$ cat config.mk
export PLATFORM = sky130hd
export DESIGN_NAME = mask_gen_pipe
export DESIGN_NICKNAME = d
export VERILOG_FILES = /design/src/rtl/mask_gen_pipe.sv
export SDC_FILE = /design/constraint.sdc
export NUM_CORES = 1
export LEC_CHECK = 0
export ABC_AREA = 1
export CAP_MARGIN = 5
export CORE_AREA = 4 4 113 159
export CTS_BUF_LIST = sky130_fd_sc_hd__clkbuf_8
export CTS_CLUSTER_DIAMETER = 30
export DETAILED_ROUTE_END_ITERATION = 6
export DIE_AREA = 0 0 117 163
export GPL_TIMING_DRIVEN = 0
export SLEW_MARGIN = 20
export SYNTH_ARGS = -nofsm -noshare
export SYNTH_HDL_FRONTEND = slang
export SYNTH_SLANG_ARGS = --single-unit
export TNS_END_PERCENT = 30
$ cat constraint.sdc
create_clock -name clk -period 7.85 [get_ports clk]
set_clock_uncertainty 0.1 [all_clocks]
set_input_delay 1.1775 -clock clk [delete_from_list [all_inputs] [get_ports clk]]
set_output_delay 1.1775 -clock clk [all_outputs]
set_load 0.005 [all_outputs]
$ cat src/rtl/mask_gen_pipe.sv
`timescale 1ns/1ps
// ---------------------------------------------------------------------------
// mask_gen_pipe
// Pipelined mask generator replacing the fixed left/right/dmask PROMs and
// adding a combined field mask. Two register stages with valid/ready flow
// control on both sides.
//
// Ports:
//   clk, reset_n             clock (rising edge), async active-low reset
//   in_valid / in_ready      request handshake
//   in_mode                  0=left, 1=right, 2=field, 3=dmask
//   in_hi, in_lo             bit addresses (in_hi is the length in dmask mode)
//   in_invert                complement the final mask
//   out_valid / out_ready    result handshake
//   out_mask                 WIDTH-bit mask
//   out_wrap                 field mode with lo > hi
//   out_ones                 population count of out_mask (0..WIDTH)
// ---------------------------------------------------------------------------
module mask_gen_pipe #(
    parameter  int WIDTH     = 32,
    parameter  int DMASK_MAX = 7,
    localparam int AW        = $clog2(WIDTH)
) (
    input  logic             clk,
    input  logic             reset_n,
    input  logic             in_valid,
    output logic             in_ready,
    input  logic [1:0]       in_mode,
    input  logic [AW-1:0]    in_hi,
    input  logic [AW-1:0]    in_lo,
    input  logic             in_invert,
    output logic             out_valid,
    input  logic             out_ready,
    output logic [WIDTH-1:0] out_mask,
    output logic             out_wrap,
    output logic [AW:0]      out_ones
);

    localparam logic [1:0]       MODE_LEFT  = 2'd0;
    localparam logic [1:0]       MODE_RIGHT = 2'd1;
    localparam logic [1:0]       MODE_FIELD = 2'd2;
    localparam logic [1:0]       MODE_DMASK = 2'd3;
    localparam logic [WIDTH-1:0] ALL_ONES   = {WIDTH{1'b1}};
    localparam logic [AW-1:0]    MAX_ADDR   = AW'(WIDTH - 1);
    localparam logic [AW-1:0]    DMASK_LIM  = AW'(DMASK_MAX);

    // Population count of a mask vector.
    function automatic logic [AW:0] popcount(input logic [WIDTH-1:0] v);
        logic [AW:0] c;
        c = '0;
        for (int i = 0; i < WIDTH; i++) begin
            c = c + (AW+1)'(v[i]);
        end
        return c;
    endfunction

    // Flow control
    logic adv1_s, adv2_s;

    // Stage 1 state
    logic             s1_valid_q, s1_valid_d;
    logic [WIDTH-1:0] s1_l_q, s1_l_d;
    logic [WIDTH-1:0] s1_r_q, s1_r_d;
    logic [1:0]       s1_mode_q, s1_mode_d;
    logic             s1_wrap_q, s1_wrap_d;
    logic             s1_inv_q, s1_inv_d;

    // Stage 2 state
    logic             out_valid_q, out_valid_d;
    logic [WIDTH-1:0] out_mask_q, out_mask_d;
    logic             out_wrap_q, out_wrap_d;
    logic [AW:0]      out_ones_q, out_ones_d;

    // Front-end decode and stage-2 combine
    logic [WIDTH-1:0] lmask_s, rmask_s, lslot_s, comb_s, final_s;
    logic             wrap_s;

    // Handshake: S2 advances when empty or drained; S1 when empty or S2 advances.
    always_comb begin
        adv2_s   = !out_valid_q || out_ready;
        adv1_s   = !s1_valid_q || adv2_s;
        in_ready = adv1_s;
    end

    // Request decode: L(hi), R(lo), wrap flag. In dmask mode the left slot
    // carries the dmask (bits 0..n-1 = L(n-1)) so stage 2 needs no extra path.
    always_comb begin
        lmask_s = ALL_ONES >> (MAX_ADDR - in_hi);
        rmask_s = ALL_ONES << in_lo;
        if (in_mode == MODE_DMASK) begin
            if ((in_hi != '0) && (in_hi <= DMASK_LIM)) begin
                lslot_s = ALL_ONES >> (MAX_ADDR - (in_hi - AW'(1)));
            end else begin
                lslot_s = '0;
            end
        end else begin
            lslot_s = lmask_s;
        end
        if ((in_mode == MODE_FIELD) && (in_lo > in_hi)) begin
            wrap_s = 1'b1;
        end else begin
            wrap_s = 1'b0;
        end
    end

    // Stage 1 next state: load on accept, clear valid when advancing empty.
    always_comb begin
        if (adv1_s) begin
            s1_valid_d = in_valid;
        end else begin
            s1_valid_d = s1_valid_q;
        end
        if (adv1_s && in_valid) begin
            s1_l_d    = lslot_s;
            s1_r_d    = rmask_s;
            s1_mode_d = in_mode;
            s1_wrap_d = wrap_s;
            s1_inv_d  = in_invert;
        end else begin
            s1_l_d    = s1_l_q;
            s1_r_d    = s1_r_q;
            s1_mode_d = s1_mode_q;
            s1_wrap_d = s1_wrap_q;
            s1_inv_d  = s1_inv_q;
        end
    end

    // Stage 2 combine: select by mode, then optional invert.
    always_comb begin
        case (s1_mode_q)
            MODE_LEFT:  comb_s = s1_l_q;
            MODE_RIGHT: comb_s = s1_r_q;
            MODE_FIELD: comb_s = s1_wrap_q ? (s1_l_q | s1_r_q) : (s1_l_q & s1_r_q);
            MODE_DMASK: comb_s = s1_l_q;
            default:    comb_s = s1_l_q;
        endcase
        if (s1_inv_q) begin
            final_s = ~comb_s;
        end else begin
            final_s = comb_s;
        end
    end

    // Stage 2 next state: data only changes when a new result moves in, so
    // the outputs hold while the consumer stalls.
    always_comb begin
        if (adv2_s) begin
            out_valid_d = s1_valid_q;
        end else begin
            out_valid_d = out_valid_q;
        end
        if (adv2_s && s1_valid_q) begin
            out_mask_d = final_s;
            out_wrap_d = s1_wrap_q;
            out_ones_d = popcount(final_s);
        end else begin
            out_mask_d = out_mask_q;
            out_wrap_d = out_wrap_q;
            out_ones_d = out_ones_q;
        end
    end

    // Stage 1 registers
    always_ff @(posedge clk or negedge reset_n) begin
        if (!reset_n) begin
            s1_valid_q <= 1'b0;
            s1_l_q     <= '0;
            s1_r_q     <= '0;
            s1_mode_q  <= 2'd0;
            s1_wrap_q  <= 1'b0;
            s1_inv_q   <= 1'b0;
        end else begin
            s1_valid_q <= s1_valid_d;
            s1_l_q     <= s1_l_d;
            s1_r_q     <= s1_r_d;
            s1_mode_q  <= s1_mode_d;
            s1_wrap_q  <= s1_wrap_d;
            s1_inv_q   <= s1_inv_d;
        end
    end

    // Stage 2 (output) registers
    always_ff @(posedge clk or negedge reset_n) begin
        if (!reset_n) begin
            out_valid_q <= 1'b0;
            out_mask_q  <= '0;
            out_wrap_q  <= 1'b0;
            out_ones_q  <= '0;
        end else begin
            out_valid_q <= out_valid_d;
            out_mask_q  <= out_mask_d;
            out_wrap_q  <= out_wrap_d;
            out_ones_q  <= out_ones_d;
        end
    end

    // Output drive
    always_comb begin
        out_valid = out_valid_q;
        out_mask  = out_mask_q;
        out_wrap  = out_wrap_q;
        out_ones  = out_ones_q;
    end

endmodule

* Word level (Yosys, flattened, before mapping)
Index checks and enable logic that the tools add are counted.
** Word-level totals
- Register bits :: 109
- Bits in latches :: 0
- Memory bits (writable) :: 0
- Memory bits (read-only) :: 0
- Input bits :: 17
- Output and inout port bits :: 41
- Word-level logic and storage cells :: 74
- Memories :: 0
** Operators by class
- Add/subtract/negate cells :: 34
- $mul :: 0
- Div/mod/pow operators :: 0
- Order comparisons :: 2
- Eq/ne operators :: 5
- Shift-type cells :: 3
- Mux-type cells :: 6
- Bitwise gates (word level) :: 3
- Reduce and logical (&&, ||, !) cells :: 11
** Operator list (number)
- $add 6x1->6 :: 26
- $mux 32 :: 4
- $pmux 32 s3 :: 1
- $shr 32x5->32 const A :: 2
- $and 32x32->32 :: 1
- $not 32->32 :: 1
- $or 32x32->32 :: 1
- $shl 32x5->32 const A :: 1
- $sub 5x5->5 const A :: 2
- $eq 2x2->1 const B :: 4
- $add 5x1->6 :: 1
- $add 4x1->5 :: 1
- $gt 5x5->1 :: 1
- $le 5x3->1 const B :: 1
- $reduce_bool 5->1 :: 1
- $sub 5x1->5 const B :: 1
- $add 3x1->4 :: 1
- $logic_and 1x1->1 :: 4
- $add 2x1->3 :: 1
- $add 1x1->2 :: 1
- $eq 2x1->1 const B :: 1
- $logic_not 1->1 :: 2
- $logic_not 2->1 :: 1
- $logic_or 1x1->1 :: 2
- other kinds (2) :: 2

* Depth between registers and ports, before layout
Gate-level depths: netlist of run 1.
- Word-level depth :: 36
- Mapped depth :: 28
- Mapped depth without buffers :: 26

* Worst setup path after synthesis of run 1
OpenSTA, ideal clock, no wires.
- Path kind :: reg2reg
- From :: register s1_mode_q[0]
- To :: register out_ones_q[4] (netlist: out_ones[4])
- Library setup time :: 117 ps
- Arrival time :: 5710 ps
- Data required time :: 7633 ps
- Slack :: 1923 ps
- Stages on the path, launching flop included :: 26
- Path buffers :: 2
- Period minus slack after synthesis :: 5927 ps
- Cells stage by stage :: dfrtp_1 -> inv_1 -> ha_1 -> buf_2 -> clkbuf_1 -> a21oi_1 -> o21ai_0 -> nand3_1 -> and2_1 -> fa_1 -> inv_1 -> fa_1 -> inv_1 -> fa_1 -> inv_1 -> fa_1 -> fa_1 -> fa_1 -> inv_1 -> ha_1 -> fa_1 -> nand3_1 -> nand3_1 -> xor2_1 -> nand2_1 -> nand2_1
** RTL lines
- start: declaration :: line 64 : logic [1:0] s1_mode_q, s1_mode_d;
- start signal: assignment :: line 176 : s1_mode_q <= s1_mode_d;
- $eq 2x2->1 / $logic_not 2->1 (equally long branches) :: line 130 : case (s1_mode_q)
- $reduce_or 2->1 (no source line)
- $pmux 32 s3 (*) :: line 130
- $not 32->32 :: line 138 : final_s = ~comb_s;
- $mux 32 (*) :: line 137 : if (s1_inv_q) begin
- named net final_s[17] :: line 75 : logic [WIDTH-1:0] lmask_s, rmask_s, lslot_s, comb_s, final_s;
- $add 6x1->6 (*) (15 in series) :: line 52 : c = c + (AW+1)'(v[i]);
- end signal: assignment :: line 193 : out_ones_q <= out_ones_d;
- end: declaration :: line 72 : logic [AW:0] out_ones_q, out_ones_d;
The timed path passes the listed nets; every way through them passes the cells marked *.
A chain may end at the register's enable or synchronous reset.

* Worst setup path after layout of run 1
Ends and elaborated chain as after synthesis.

==> results by stage, run 1 <==
Status:
- The flow ran to the end, and the final reports show no timing, DRC or antenna violations.

Die:
- The floorplan die area is about 19000 um2.
- For this configuration, the core starts out at a cell density of 44.37%.
- The die is 163 um tall.
- After floorplanning, the core was divided into between 50 and 60 placement rows.
- The core area is 16540 um2.
- 58 I/O pins were placed.
- In this run the horizontal extent of the chip is 117 um.

Cells and area:
- The post-route non-filler standard cell count is roughly 1300.
- The sequential cells in the finished layout cover a total of between 2000 and 3000 um2.
- The area of the multi-input gates is 4009 um2.
- The ratio of cells with drive above 1 in the final layout is 5.550%.
- The post-layout instance area is ~8400 um2.
- The area growth from synthesis to layout is 14.22%.
- The number of nets in the finished design is about 1100.
- The filler cell count in the final layout is ~1700.
- 0 antenna diodes ended up in the layout.

Synthesis:
- Synthesis inferred 109 register bits.
- The area of the mapped netlist is 7337 um2.
- The most used flip-flop cell after synthesis is sky130_fd_sc_hd__dfrtp_1.
- The number of distinct standard cells referenced by the synthesized netlist is 39.
- During synthesis, Yosys emitted a total of 0 warnings.
- Of all flip-flops after synthesis, the portion carrying an async set or reset was 100.0%.
- The synthesized design contains 0 enable-type register cells.
- The number of nets handed over by synthesis was 1053.
- The average footprint of a synthesized cell is 7.404 um2.
- The synthesized netlist cell count is 991.
- The part of the Yosys area used for sequential elements is 37.18%.

Worst setup path:
- The critical path goes through inv_1 > ha_1 > clkbuf_1 > o21ai_0 > o21ai_0 > nand3_1 > and2_1 > fa_1 > inv_1 > fa_1 > inv_1 > fa_1 > inv_1 > fa_1 > fa_1 > fa_1 > inv_1 > ha_1 > fa_1 > nand3_1 > nand3_1 > xor2_1 > nand2_1 > nand2_1.
- The signal arrival time at the worst endpoint is 6.72 ns.
- The worst setup path is of the reg2reg kind.
- The worst endpoint required time is roughly 8 ns.
- The most numerous cell on the critical path is sky130_fd_sc_hd__fa_1.
- The critical-path cell with the highest stage delay is sky130_fd_sc_hd__fa_1.
- Setup slack on the worst reg-to-reg path comes out at approximately 1.3 ns.
- STA classifies the critical path endpoint as a flop.
- The delay of the slowest cell on the worst path is 0.55 ns.
- STA classifies the critical path startpoint as a flop.
- Of all nets on the critical path, the largest fanout is 10.

Global route:
- The global-route total usage across every layer is about 25%.
- Entering global routing, the biggest net connects 66 pins.
- The number of antenna violations at the first check in global routing was 0.
- The via count of the first global-routing pass came to 6675.
- Summed over all layers, the global routing overflow is 0.
- The global-route wire length before repair is 35850 um.

Clock tree:
- The tree is rooted in a sky130_fd_sc_hd__clkbuf_8.
- The number of hold buffers added after CTS was 0.
- The number of H-tree branching levels is 3.
- Once the clock tree was built, the setup fixing pass inserted 0 buffers.
- TritonCTS created 9 clock buffers.
- The CTS tree is built.
- The maximum buffer depth of the clock tree is 2.
- After clock tree synthesis, the clock-pin slew on the worst setup and hold paths is about 0.12 ns.
- Once the clock tree was built, the resizer swapped 0 gates to a different size.
- The number of sinks driven by the clock tree is 109.
- The clock reaches the later pin of the worst-skew pair after ~0.4 ns.

Detailed routing:
- Using the TritonRoute via totals, the vias-per-cell ratio works out to 5.302.
- The routed design has 22690 um of wire.
- In this run, the number of DRC markers left after iteration 0 of detailed routing was 492.
- After detailed routing, the number of remaining DRC violations is 0.
- Dividing the detail-routed wire length by the instance count gives 17.92 um.
- The routed via count is between 6000 and 7000.
- Once detail routing completed, the nets flagged for antenna violations numbered 0.
- The first-pass iteration count of the detailed router is 5.

Place:
- The final weighted congestion of routability-driven global placement is 0.9540.
- Once detailed placement completed, the half-perimeter wirelength came to roughly 19000 um.
- The post-detailed-placement cell area is 8170 um2.
- The count of placed standard cells including taps is around 1300.
- Port buffering added 55 buffers.

Timing:
- Headroom to the max-slew limit came out at 57.16%.
- The routed design could run at a clock period as short as 6.533 ns.
- At the pin with the least slew margin, the transition time is about 0.64 ns.
- The worst path uses 83.22% of the clock period.
- The aggregate negative setup slack is 0 ns.
- Setup violations remaining at the end of the flow were counted as 0.
- The final max-slew violation count is 0.
- The final hold violation count is 0.
- Setup repair after global routing left no endpoint under its margin.
- Static timing analysis puts the maximum clock frequency at 153.1 MHz.

Worst hold path:
- The class of the tightest hold or removal check is reg2reg.

Run:
- The count of max-cap constraint violations is 0.
[worst max-delay path, delay by kind of cell (launching register included)]
family / cells / cell delay (ns)
fa+ha+maj: 9 / 4.03
compound gates: 2 / 0.41
simple gates: 6 / 0.61
xor+xnor: 1 / 0.14
flops: 1 / 0.43
buf+inv: 6 / 0.69
[stage by stage]
| step | hold WS (ns) | util, % | setup slack (ns) |
|---|---|---|---|
| floorplan | 0.3654 | - | 1.923 |
| global placement | 0.3545 | 49.24 | 1.184 |
| detailed placement | 0.3594 | 49.41 | 1.345 |
| CTS | 0.3851 | 50.68 | 1.303 |
| global route | 0.4090 | 50.68 | 0.9655 |
| finish | 0.3794 | 50.68 | 1.317 |
[path summary, 6_finish.rpt]
kind                         startpoint            to  cells past startpoint
max                        s1_mode_q[0]   out_ones[4]                     24
min                         out_ones[1]   out_ones[1]                      2
min reg2reg                 out_ones[1]   out_ones[1]                      2
min in group asynchronous       reset_n  out_mask[29]                      1
max reg2reg                s1_mode_q[0]   out_ones[4]                     24
max in group asynchronous       reset_n     s1_l_q[8]                      2
[cell usage in the layout, fill, tap and decap left out, types with 2 or more instances in the layout]
| cell type | instances |
|---|---|
| sky130_fd_sc_hd__nand2_1 | 257 |
| sky130_fd_sc_hd__dfrtp_1 | 109 |
| sky130_fd_sc_hd__a21oi_1 | 98 |
| sky130_fd_sc_hd__o21ai_0 | 89 |
| sky130_fd_sc_hd__nand3_1 | 89 |
| sky130_fd_sc_hd__inv_1 | 87 |
| sky130_fd_sc_hd__nor2_1 | 83 |
| sky130_fd_sc_hd__clkdlybuf4s50_1 | 54 |
| sky130_fd_sc_hd__clkbuf_1 | 25 |
| sky130_fd_sc_hd__fa_1 | 24 |
| sky130_fd_sc_hd__ha_1 | 21 |
| sky130_fd_sc_hd__and2_1 | 19 |
| sky130_fd_sc_hd__buf_2 | 15 |
| sky130_fd_sc_hd__clkbuf_8 | 10 |
| sky130_fd_sc_hd__o211ai_1 | 8 |
| sky130_fd_sc_hd__nor3_1 | 7 |
| sky130_fd_sc_hd__o21bai_1 | 6 |
| sky130_fd_sc_hd__buf_6 | 5 |
| sky130_fd_sc_hd__o22ai_1 | 5 |
| sky130_fd_sc_hd__buf_1 | 4 |
| sky130_fd_sc_hd__o221ai_1 | 4 |
| sky130_fd_sc_hd__or2_2 | 3 |
| sky130_fd_sc_hd__nor2_4 | 3 |
| sky130_fd_sc_hd__nand2_2 | 3 |
| sky130_fd_sc_hd__nand2_4 | 3 |
| sky130_fd_sc_hd__nand4_1 | 3 |
| sky130_fd_sc_hd__nand3b_1 | 3 |
| sky130_fd_sc_hd__a22oi_1 | 3 |
| sky130_fd_sc_hd__inv_6 | 3 |
| sky130_fd_sc_hd__nand3_2 | 2 |
| sky130_fd_sc_hd__nand3_4 | 2 |
| sky130_fd_sc_hd__o21a_1 | 2 |
| sky130_fd_sc_hd__inv_8 | 2 |
| sky130_fd_sc_hd__clkinv_8 | 2 |
[flip-flops by register name, indices dropped and copies added (netlist names)]
name / flops
s1_r_q: 32
s1_mode_q: 2
s1_wrap_q: 1
s1_l_q: 32
out_wrap: 1
s1_inv_q: 1
out_valid: 1
s1_valid_q: 1
out_ones: 6
out_mask: 32
[per-layer routing]
metal | share of wire (%) | wire length, um | up-vias | track usage [%]
met5 | 0 | 0 | - | 0
met4 | 5.7 | 1300 | 0 | 13.88
met3 | 3.2 | 726 | 64 | 2.379
met2 | 51 | 11590 | 207 | 43.66
met1 | 40 | 9071 | 3063 | 29.29
li1 | - | - | 3378 | -
[cell families (layout without fill, tap and decap cells)]
logic type | count (synthesis) | count (layout) | synth area share [%]
xor gates and xnor gates | 2 | 2 | 0.2388
AOI/OAI and AO/OA | 216 | 216 | 15.69
buffers and inverters | 141 | 213 | 8.185
DFF | 109 | 109 | 37.18
adders and majority gates | 45 | 45 | 10.13
and+or+nand+nor | 478 | 478 | 28.58
[layout make-up]
type	instances	area share (%)
Multi-Input combinational cell	741	47.84
Clock buffer	10	1.642
Inverter	91	4.165
Buffer	50	3.001
Clock inverter	6	0.8659
Sequential cell	109	32.55
Timing Repair Buffer	56	6.913
Tap cell	203	3.031
[Yosys cell counts, types with 5 or more instances]
library cell	instances	share of area, %
sky130_fd_sc_hd__nor3_1	7	0.48
sky130_fd_sc_hd__a21oi_1	98	6.7
sky130_fd_sc_hd__o211ai_1	8	0.82
sky130_fd_sc_hd__o22ai_1	5	0.43
sky130_fd_sc_hd__clkbuf_1	25	1.3
sky130_fd_sc_hd__dfrtp_1	109	37
sky130_fd_sc_hd__and2_1	19	1.6
sky130_fd_sc_hd__nand3_1	89	6.1
sky130_fd_sc_hd__nand2_1	257	13
sky130_fd_sc_hd__ha_1	21	3.6
sky130_fd_sc_hd__fa_1	24	6.5
sky130_fd_sc_hd__inv_1	87	4.5
sky130_fd_sc_hd__o21ai_0	89	6.1
sky130_fd_sc_hd__o21bai_1	6	0.61
sky130_fd_sc_hd__buf_2	15	1.0
sky130_fd_sc_hd__nor2_1	83	4.2
Power of run 1 is not shown: default switching activity piles up to over one toggle a cycle in this logic, so the estimate is an artifact.
==> run 2: changes to the inputs <==
Settings changed: PLACE_DENSITY set to 0.66.
Clock period 7.85 ns to 6 ns, I/O delays scaled along.
==> run 2 against run 1 <==
Count of clock-buffer cells in the layout down 1. Maximum frequency is 10% higher. Utilization rose by 1.8 points. Routed wire length grew 0.82%. Critical path depth is 1 lower. Design area rose by 3.5%. First-iteration DRC count rose by 13%.
==> results by stage, run 2 (same netlist as run 1, synthesis figures left out) <==
Status:
- Result of the run: finished clean (unchanged).

Worst setup path:
- The signal arrival time at the worst endpoint is 6.11 ns (was 6.72 ns).
- The delay of the slowest cell on the worst path is 0.59 ns (was 0.55 ns).
- The capturing element type of the critical path is a flop (unchanged).
- The start-to-end type of the worst setup path is reg2reg (unchanged).
- The most numerous cell on the critical path was sky130_fd_sc_hd__fa_1 (unchanged).
- The worst endpoint required time is 6.18 ns (was 8.04 ns).
- The worst-path maximum fanout is 7 (was 10).
- The critical-path cell with the highest stage delay is sky130_fd_sc_hd__fa_1 (unchanged).
- The startpoint class of the critical path is a flop (unchanged).
- Critical path cell sequence: ha_4 > buf_4 > clkbuf_16 > o211ai_1 > nand2_1 > nand2_1 > nand2_1 > and2_4 > fa_1 > inv_1 > fa_1 > fa_1 > fa_1 > fa_1 > fa_1 > inv_1 > ha_2 > fa_2 > nand3_2 > nand3_2 > xor2_1 > nand2_1 > nand2_1 (was inv_1 > ha_1 > clkbuf_1 > o21ai_0 > o21ai_0 > nand3_1 > and2_1 > fa_1 > inv_1 > fa_1 > inv_1 > fa_1 > inv_1 > fa_1 > fa_1 > fa_1 > inv_1 > ha_1 > fa_1 > nand3_1 > nand3_1 > xor2_1 > nand2_1 > nand2_1).

Timing:
- The final hold violation count is 0 (unchanged).
- The minimum setup slack in the final design was 0.06867 ns (was 1.317 ns).
- The final max-slew violation count came to 0 (unchanged).
- The headroom to the max-slew limit is 56.86% (was 57.16%).
- The maximum clock frequency is 168.6 MHz (was 153.1 MHz).
- The period utilization is 98.86% (was 83.22%).
- Unrepaired setup endpoints after global routing: true (was false).
- The transition time at the pin with the least slew margin is 0.6470 ns (was 0.6426 ns).
- The minimum clock period after layout is 5.931 ns (was 6.533 ns).
- The number of endpoints failing setup at the final stage is 0 (unchanged).

Cells and area:
- The filler cell count in the final layout came to 1634 (was 1678).
- The post-layout instance area is 8671 um2 (was 8381 um2).
- The number of antenna repair diodes is 0 (unchanged).
- The most common cell after layout, fill and taps aside is sky130_fd_sc_hd__nand2_1 (unchanged).
- Top library cells by usage in the layout, fill and taps aside: 257 x sky130_fd_sc_hd__nand2_1, 109 x sky130_fd_sc_hd__dfrtp_1, 97 x sky130_fd_sc_hd__a21oi_1, 87 x sky130_fd_sc_hd__nand3_1, 84 x sky130_fd_sc_hd__inv_1 (was 257 x sky130_fd_sc_hd__nand2_1, 109 x sky130_fd_sc_hd__dfrtp_1, 98 x sky130_fd_sc_hd__a21oi_1, 89 x sky130_fd_sc_hd__o21ai_0, 89 x sky130_fd_sc_hd__nand3_1).
- The area growth from synthesis to layout is 18.18% (was 14.22%).
- The final core area utilization is 52.44% (was 50.68%).
- The post-route non-filler standard cell count is 1280 (was 1266).
- The number of nets in the finished design is 1135 (was 1120).
- The ratio of cells with drive above 1 in the final layout is 9.656% (was 5.550%).

Detailed routing:
- The antenna violation net count after detailed routing is 0 (unchanged).
- The total wire length after detailed routing was 22880 um (was 22690 um).
- The via count normalized by instance count is 5.379 (was 5.302).
- The number of DRC violations after detailed routing is 0 (unchanged).
- The routed length per instance is 17.87 um (was 17.92 um).
- The routed via count was 6885 (was 6712).
- The first-pass iteration count of the detailed router is 7 (was 5).
- The first-iteration detailed-routing DRC count is 555 (was 492).

Clock tree:
- The number of sinks driven by the clock tree is 109 (unchanged).
- The number of H-tree branching levels is 3 (unchanged).
- The clock edge transition at the registers on the reported setup and hold paths came to 0.11 ns (was 0.12 ns).
- The number of buffers inserted for hold repair after clock tree synthesis is 0 (unchanged).
- The total CTS buffers came to 9 (unchanged).
- The clock insertion delay at the later pin of the skew report is 0.39 ns (was 0.40 ns).
- The CTS tree was built (unchanged).
- The maximum buffer depth of the clock tree is 2 (unchanged).
- The clock tree root buffer cell is sky130_fd_sc_hd__clkbuf_8 (unchanged).

Worst hold path:
- The class of the tightest hold or removal check is in2async (was reg2reg).

Place:
- The pre-CTS setup slack is -0.4495 ns (was 1.345 ns).
- The count of placed standard cells including taps is 1250 (unchanged).
- The final weighted congestion of routability-driven global placement was 0.9342 (was 0.9540).
- The number of port buffers is 55 (unchanged).
- The post-detailed-placement cell area came to 8170 um2 (unchanged).
- The placed wire-length estimate came to 18120 um (was 18590 um).

Global route:
- The global-route wire length before repair is 35310 um (was 35850 um).
- The via count of the first global-routing pass was 6424 (was 6675).
- The global-route total usage across every layer was 24.48% (was 24.92%).
- The total global routing overflow is 0 (unchanged).
- The number of antenna violations at the first check in global routing is 0 (unchanged).
- The pin count of the biggest net entering global routing came to 72 (was 66).

Die:
- The die boundary height is 163 um (unchanged).
- The floorplan die area was 19070 um2 (unchanged).
- The width of the chip is 117 um (unchanged).
- The number of primary I/O pins is 58 (unchanged).
- The floorplan row count is 56 (unchanged).
- The core area came to 16540 um2 (unchanged).
- The starting density of the core is 44.37% (unchanged).

Run:
- The count of max-cap constraint violations is 0 (unchanged).
==> run 2: cell types whose count changed in the layout (fill, tap and decap cells not counted), moves of 3 or more <==
cell,before,now
sky130_fd_sc_hd__o21ai_1,0,13
sky130_fd_sc_hd__buf_4,1,16
sky130_fd_sc_hd__inv_1,87,84
sky130_fd_sc_hd__and2_4,0,7
sky130_fd_sc_hd__and2_1,19,12
sky130_fd_sc_hd__ha_1,21,18
sky130_fd_sc_hd__buf_8,1,5
sky130_fd_sc_hd__inv_2,1,4
sky130_fd_sc_hd__o21ai_0,89,75
sky130_fd_sc_hd__clkinv_4,0,3
sky130_fd_sc_hd__clkbuf_1,25,13
sky130_fd_sc_hd__buf_6,5,11
==> run 2: routing by layer <==
layer | routed length (um) | global-route usage [%]
met1 | 8778 | 29.26
met2 | 11710 | 42.31
met3 | 1079 | 2.565
met4 | 1309 | 13.41
met5 | 0 | 0
==> run 2: layout make-up <==
type	count	area (um2)	area share, %
multi-input combinational	741	4081	47.07
buffer	48	334.1	3.853
tap	203	254.0	2.929
clock inverter	6	55.05	0.6349
sequential	109	2728	31.46
clock buffer	9	123.9	1.429
timing repair buffer	73	745.7	8.600
inverter	91	349.1	4.026
==> run 2: worst max-delay path, delay by kind of cell (launching register included) <==
kind,cells,cell delay [ns]
flops,1,0.45
buf+inv,4,0.39
simple gates,8,0.63
fa+ha+maj,9,3.93
compound gates,1,0.16
xor+xnor,1,0.14
==> run 2: worst paths after layout <==
check                        startpoint      endpoint  slack, ns  depth (start not counted)
max                        s1_mode_q[1]   out_ones[4]       0.07                         23
min                             reset_n  out_mask[10]       0.30                          1
max reg2reg                s1_mode_q[1]   out_ones[4]       0.07                         23
min reg2reg                 out_ones[1]   out_ones[1]       0.38                          2
max in group asynchronous       reset_n     s1_r_q[0]       4.82                          2
min in group clk            out_ones[1]   out_ones[1]       0.38                          2
==> run 2: repair_timing <==
item	in CTS	in global routing
pin swaps	1	15
endpoints found under the setup margin	5	5
buffers inserted	3	12
resized for setup	28	57
gates cloned	0	2
==> run 2: metrics by stage <==
stage	hold WS (ns)	setup TNS, ns
detailed placement	0.3576	-0.9240
finish	0.2994	0
floorplan	0.3654	0
CTS	0.2966	0
global placement	0.3545	-34.80
global route	0.3147	-0.1545
Power of run 2 is left out for the same reason.
